### src/rtl/lsu_mem.sv
// Load/store unit: M1 issues the SRAM byte-lane access, M2 aligns and extends the read word.
// Build option LSU_MISALIGN_TRAP_EN: trap misaligned/illegal accesses instead of force-aligning them.
module lsu_mem #(
  parameter int unsigned ADDR_W = 16,
  parameter int unsigned XLEN   = 32
) (
  input  logic              clk,
  input  logic              rstn,
  input  logic              req_vld,
  input  logic              req_we,
  input  logic [2:0]        req_f3,
  input  logic [XLEN-1:0]   req_addr,
  input  logic [XLEN-1:0]   req_wd,
  input  logic [4:0]        req_rd_a,
  input  logic              flush,
  output logic [ADDR_W-1:0] dat_a,
  output logic [3:0]        dat_we,
  output logic [XLEN-1:0]   dat_wd,
  output logic [3:0]        dat_re,
  input  logic [XLEN-1:0]   dat_rd,
  output logic              wb_vld,
  output logic [4:0]        wb_rd_a,
  output logic [XLEN-1:0]   wb_data,
  output logic              exc_vld,
  output logic [XLEN-1:0]   exc_addr,
  output logic              busy
);
  localparam logic [2:0] F3_B  = 3'b000;
  localparam logic [2:0] F3_H  = 3'b001;
  localparam logic [2:0] F3_W  = 3'b010;
  localparam logic [2:0] F3_BU = 3'b100;
  localparam logic [2:0] F3_HU = 3'b101;

  logic            legal;
  logic            misal;
  logic            ok;
  logic            accept;
  logic [2:0]      f3_eff;
  logic [3:0]      size_mask;
  logic [XLEN-1:0] addr_eff;
  logic [1:0]      off;

  logic            m2_vld;
  logic [1:0]      m2_off;
  logic [2:0]      m2_f3;
  logic [4:0]      m2_rd;
  logic [XLEN-1:0] ld_shift;
  logic [XLEN-1:0] ld_ext;

  logic            unused_bits;
  assign unused_bits = ^{addr_eff[XLEN-1:ADDR_W], legal, misal};

  // M1: decode size, check alignment, drive SRAM lanes
  always_comb begin
    legal     = 1'b1;
    f3_eff    = req_f3;
    size_mask = 4'b1111;
    case (req_f3)
      F3_B, F3_BU: size_mask = 4'b0001;
      F3_H, F3_HU: size_mask = 4'b0011;
      F3_W:        size_mask = 4'b1111;
      default: begin
        legal  = 1'b0;
        f3_eff = F3_W;
      end
    endcase
    misal = (size_mask[1] & req_addr[0]) | (size_mask[3] & req_addr[1]);
`ifdef LSU_MISALIGN_TRAP_EN
    ok       = legal & ~misal;
    addr_eff = req_addr;
`else
    ok       = 1'b1;
    addr_eff = {req_addr[XLEN-1:2], req_addr[1] & ~size_mask[3], req_addr[0] & ~size_mask[1]};
`endif
    off    = addr_eff[1:0];
    accept = req_vld & ~flush & rstn & ok;
    dat_a  = addr_eff[ADDR_W-1:0];
    dat_wd = req_wd << {off, 3'b000};
    dat_we = 4'b0000;
    dat_re = 4'b0000;
    if (accept) begin
      if (req_we) dat_we = 4'(size_mask << off);
      else        dat_re = 4'(size_mask << off);
    end
  end

  // M2: lane-select and extend the word returned by the SRAM
  always_comb begin
    ld_shift = dat_rd >> {m2_off, 3'b000};
    case (m2_f3)
      F3_B:    ld_ext = {{24{ld_shift[7]}}, ld_shift[7:0]};
      F3_H:    ld_ext = {{16{ld_shift[15]}}, ld_shift[15:0]};
      F3_BU:   ld_ext = {24'd0, ld_shift[7:0]};
      F3_HU:   ld_ext = {16'd0, ld_shift[15:0]};
      default: ld_ext = ld_shift;
    endcase
  end

  always_ff @(posedge clk) begin
    if (!rstn) begin
      m2_vld  <= 1'b0;
      m2_off  <= 2'd0;
      m2_f3   <= 3'd0;
      m2_rd   <= 5'd0;
      wb_vld  <= 1'b0;
      wb_rd_a <= 5'd0;
      wb_data <= '0;
    end else begin
      m2_vld <= accept & ~req_we;
      if (accept & ~req_we) begin
        m2_off <= off;
        m2_f3  <= f3_eff;
        m2_rd  <= req_rd_a;
      end
      // x0 destination still updates data but never signals write-back
      wb_vld <= m2_vld & ~flush & (m2_rd != 5'd0);
      if (m2_vld & ~flush) begin
        wb_rd_a <= m2_rd;
        wb_data <= ld_ext;
      end
    end
  end

  assign busy = m2_vld;

`ifdef LSU_MISALIGN_TRAP_EN
  always_ff @(posedge clk) begin
    if (!rstn) begin
      exc_vld  <= 1'b0;
      exc_addr <= '0;
    end else begin
      exc_vld <= req_vld & ~flush & ~ok;
      if (req_vld & ~flush & ~ok) exc_addr <= req_addr;
    end
  end
`else
  assign exc_vld  = 1'b0;
  assign exc_addr = '0;
`endif

endmodule

### config.mk
export PLATFORM = sky130hd
export DESIGN_NAME = lsu_mem
export DESIGN_NICKNAME = d
export VERILOG_FILES = /design/src/rtl/lsu_mem.sv
export SDC_FILE = /design/constraint.sdc
export NUM_CORES = 1
export LEC_CHECK = 0
export ABC_AREA = 1
export CORE_ASPECT_RATIO = 1.2
export CORE_MARGIN = 5
export CORE_UTILIZATION = 33
export CTS_BUF_LIST = sky130_fd_sc_hd__clkbuf_4 sky130_fd_sc_hd__clkbuf_8 sky130_fd_sc_hd__clkbuf_16
export CTS_CLUSTER_SIZE = 16
export DETAILED_ROUTE_END_ITERATION = 10
export HOLD_SLACK_MARGIN = 0.03
export PLACE_DENSITY = 0.77
export SLEW_MARGIN = 20
export SYNTH_ARGS = -nofsm -noshare
export SYNTH_HDL_FRONTEND = slang
export SYNTH_SLANG_ARGS = --single-unit
### constraint.sdc
create_clock -name clk -period 1.1 [get_ports clk]
set_input_delay 0.165 -clock clk [delete_from_list [all_inputs] [get_ports clk]]
set_output_delay 0.165 -clock clk [all_outputs]
set_load 0.02 [all_outputs]
# --- After elaboration in Yosys (flattened, before gate mapping) ---
# Cells that the tools add are included.
op_classes:
  add_sub_neg: 0
  mul: 0
  div: 0
  magnitude_cmp: 0
  eq_ne: 7
  shifts: 3
  n_mux: 7
  bitwise: 11
  reduce_logical: 6
ops:
  columns: ["op", "count"]
  rows:
  - ["one-hot mux 32 bit (4 select lines)", 1]
  - ["left shift 32 x 5 -> 32 bit", 1]
  - [">> shifter 32 x 5 -> 32 bit", 1]
  - ["2-to-1 mux 4 bit", 4]
  - ["== test 3 bit (second input constant)", 4]
  - ["one-hot mux 4 bit (2 select lines)", 1]
  - ["bitwise AND 1 bit", 7]
  - ["== test 3 x 1 -> 1 bit (second input constant)", 2]
  - ["logical NOT 3 bit", 2]
  - ["nonzero test 5 bit", 1]
  - ["OR reduction 5 bit", 1]
  - ["inverter 1 bit", 4]
  - ["OR reduction 2 bit", 2]
  - ["left shift 4 x 2 -> 4 bit", 1]
  - ["== test 3 x 2 -> 1 bit (second input constant)", 1]
  - ["2-to-1 mux 3 bit", 1]
totals:
  register_bits: 49
  latch_bits: 0
  mem_bits_rw: 0
  mem_bits_ro: 0
  in_bits: 109
  mem_count: 0

# --- Depth between registers and ports, before layout ---
logic_depth:
  depth_word: 8
  mapped_depth: 11

# --- Least setup slack after synthesis ---
# No wires, ideal clock.
synth_timing:
  kind: "input port to output port"
  from: "input req_f3[0]"
  to: "output dat_wd[26]"
  arrival_time_ns: 1.184
  required_time_ns: 0.935
  path_slack_ns: -0.249
  path_stages: 6
  n_path_buf: 1
  cell_sequence: "nor2_2 nand2_2 inv_2 buf_2 o21ai_0 mux2i_1"
synth_between:
  elab_chain_len: 6
synth_lines:
  columns: ["item", "line", "text"]
  rows:
  - ["from (decl)", "11", "input logic [2:0] req_f3,"]
  - ["== test 3 x 1 -> 1 bit (tied with other cells)", null, null]
  - ["OR reduction 2 bit", "58", "case (req_f3)"]
  - ["one-hot mux 4 bit (2 select lines) *", "58", null]
  - ["inverter 1 bit *", "73", "addr_eff = {req_addr[XLEN-1:2], req_addr[1] & ~size_mask[3], req_addr[0] & ~size_mask[1]};"]
  - ["bitwise AND 1 bit *", "73", null]
  - ["via dat_a[0]", "16", "output logic [ADDR_W-1:0] dat_a,"]
  - ["left shift 32 x 5 -> 32 bit *", "78", "dat_wd = req_wd << {off, 3'b000};"]
  - ["to (decl)", "18", "output logic [XLEN-1:0] dat_wd,"]
# The timed path passes the listed nets; every way through them passes the cells marked *.

# --- Worst setup path after layout ---
layout_timing:
  from: "input req_f3[1]"
  to: "output dat_wd[23]"
layout_between:
  elab_chain_len: 6
layout_lines:
  columns: ["item", "line"]
  rows:
  - ["== test 3 x 1 -> 1 bit (tied with other cells)", null]
  - ["OR reduction 2 bit", "58"]
  - ["one-hot mux 4 bit (2 select lines) *", "58"]
  - ["inverter 1 bit", "73"]
  - ["bitwise AND 1 bit", "73"]
  - ["left shift 32 x 5 -> 32 bit *", "78"]
# Mark *: on every way between the ends. The rest lies on a longest branch, timed or not.

==> results.md <==
- HPWL after DPL: 9778 um
- Design Area, Final: 7592 um^2
- Clk sinks: 49
- Placed cell area: 5499 um^2
- PortBufs: 159
- Hold_ws: 0.2650 ns
- DR vias/cell: 5.563
- Chip height: 123.5 um
- Sum Neg Setup Slack: -17.13 ns
- Failing checks: setup timing
- Latest clock arrival within the worst-skew pair: 0.31 ns
- Outcome: complete, but fails checks
- YS warnings: 0
- Vias in the first global route: 4922
- Worst Path Arrival: 1.36 ns
- TritonCTS clock tree: yes
- First-pass iteration count of the detailed router: 5
- CTS H-Tree Depth: 2
- Max VDD drop: 0.7573 mV
- RSZ-0062 raised after global routing: yes
- Clk pin slew, worst setup/hold paths: 0.07 ns
- Crit share post-route: 138.8%
- Routed Wire Length: 20740 um
- Max Slew Vio Count: 0
- Layout Skew: 0.01089 ns
- Routed vias: 5268
- Synth cell types: 27
- Final WS setup: -0.4266 ns
- Clock Path Buffers: 2
- Grt total ovfl: 0
- Clock Tree Root: clkbuf_16
- Fmax: 655.1 MHz
- CP peak stage delay: 0.21 ns
- GRT Overall Usage: 24.65%
- Cells after synthesis: 584
- Drc violations: 0
- Post-synth design cell area: 3542 um^2
- Tmin final: 1.527 ns
- R2R Setup Slk: -0.33 ns
- Layout cell share with drive strength beyond 1: 55.08%
- Crit end category: primary output
- TritonCTS buffer count: 5
- Final net count: 925
- Top-area cell type share of the netlist area: 27.69%
- Worst min-delay path class: in -> reg
- Yosys top cell by area: dfxtp_1
- First-pass GRT wire length: 25460 um
- Register area share after synthesis: 27.69%
- 1st-iter DRT viols: 423
- Largest net degree at the start of global routing: 35
- Initial Util: 33.68%
- Dominant cells by area after synthesis: dfxtp_1 28%, nand2_1 15%, buf_4 10%
- Setup-failing EPs final: 80
- Die Area: 12910 um^2
- Syn-to-layout area delta: 114.3%
- DR WL/cell: 21.90 um
- Leak pwr: 0.003542 uW
- Commonest cells after routing, fill and taps aside: 65 x buf_4, 61 x nor2_1, 61 x clkdlybuf4s50_1
- Post-detailed-route count of antenna-violating nets: 0
- CP required: 0.94 ns
- Core Util, Final: 72.20%
- Total I/O pin count: 237
- Hold Fails Final Rpt: 0
- CP max stage cell: o21ai_2
- #FFs+latches synth: 49
- GPL Wtd Cong: 0.8609
- Synth Area per Inst: 6.065 um^2
- Std-Cell Rows: 41
- Max FO, Critical Path: 7
- Die width: 104.6 um
- Initial antenna violation count: 1
- Core area: 10520 um^2
- PD cells: 809.3 nW/um^2
- Crit path kind: in -> out
- Worst-path cell chain: buf_8 -> nor2_4 -> buf_12 -> nand2_8 -> buf_16 -> o21ai_2 -> o22ai_2 -> buf_6
- CP Launch Type: primary input
- Most common cell after layout, fill and taps aside: buf_4
- Max Cap Viol: 0
==> synthesized netlist by cell type <==
cell type and instances:
o211ai_1 10, conb_1 1, buf_2 16, clkinv_1 1, o21ai_1 2, nand2_1 139
dfxtp_1 49, nand2_2 6, nand4_1 2, a31oi_1 8, nand3_4 1, clkbuf_1 11
nor3_1 1, nor2_1 86, o21ai_0 39, buf_4 48, inv_1 60, inv_2 4
buf_6 6, nor2_2 3, nand2_4 1, nand3_1 42, o22ai_1 8, nand3_2 2
a21oi_1 35, nor2_4 1, mux2i_1 2
==> flip-flops by register name, summed over array words and instances (netlist names) <==
signal	cells
busy	1
m2_f3	3
wb_data	32
m2_rd	5
wb_vld	1
wb_rd_a	5
m2_off	2
==> stage by stage <==
step / cells / total power [uW] / setup WS (ns)
floorplan: 616 / 2918 / -0.1002
global placement: 879 / 3568 / -1.144
detailed placement: 879 / 3576 / -1.200
CTS: 928 / 5684 / -0.3133
global route: 947 / 6272 / -0.4618
finish: 947 / 6144 / -0.4266
==> final timing paths <==
check | startpoint | endpoint | cells past startpoint
hold reg to reg | wb_rd_a[0]$_SDFFE_PN0P_ | wb_rd_a[0]$_SDFFE_PN0P_ | 2
setup reg to reg | m2_off[0]$_SDFFE_PN0P_ | wb_data[20]$_SDFFE_PN0P_ | 9
hold / removal | req_f3[1] | m2_f3[1]$_SDFFE_PN0P_ | 4
setup / recovery | req_f3[1] | dat_wd[23] | 8
==> worst max-delay path, delay by kind of cell <==
family	cells	cell delay, ns
AND/OR/NAND/NOR	2	0.28
buffers and inverters	4	0.58
AO/OA/AOI/OAI	2	0.34
==> cells by family (layout without fill, tap and decap cells) <==
group	after synthesis	in the layout	synth area share [%]
simple gates	284	288	33.56
buf+inv	146	343	22.39
compound gates	102	102	15.68
flops	49	49	27.69
mux	2	2	0.5652
other cells	1	34	0.1059
==> repair_timing <==
action	CTS	global route
pin swaps	70	75
endpoints found under the setup margin	124	99
buffers inserted	28	21
hold buffers	0	0
endpoints found under the hold margin	0	0
resized for setup	574	185
cloned	13	2
==> routing by layer <==
layer	vias up	track usage, %	wire (um)
met5	-	0	0
met4	0	13.35	1525
met3	140	7.258	2039
met2	435	46.47	10630
met1	2441	24.18	6543
li1	2252	-	-
==> cell type report <==
| cell class | instances | area, um^2 |
|---|---|---|
| clock inverter | 3 | 28.78 |
| inverter | 65 | 282.8 |
| timing repair inverter | 3 | 38.79 |
| sequential | 49 | 989.7 |
| tap | 129 | 161.4 |
| fill | 670 | 2924 |
| timing repair buffer | 267 | 2790 |
| clock buffer | 5 | 125.1 |
| multi-input combinational | 425 | 3173 |
| antenna | 1 | 2.502 |
==> power breakdown <==
| part | total [uW] | switching [uW] | internal [uW] |
|---|---|---|---|
| sequential | 1840 | 30.1 | 1810 |
| combinational | 2600 | 1430 | 1170 |
| clock | 1700 | 828 | 876 |
| total | 6140 | 2290 | 3860 |
(Power assumes the default switching activity.)
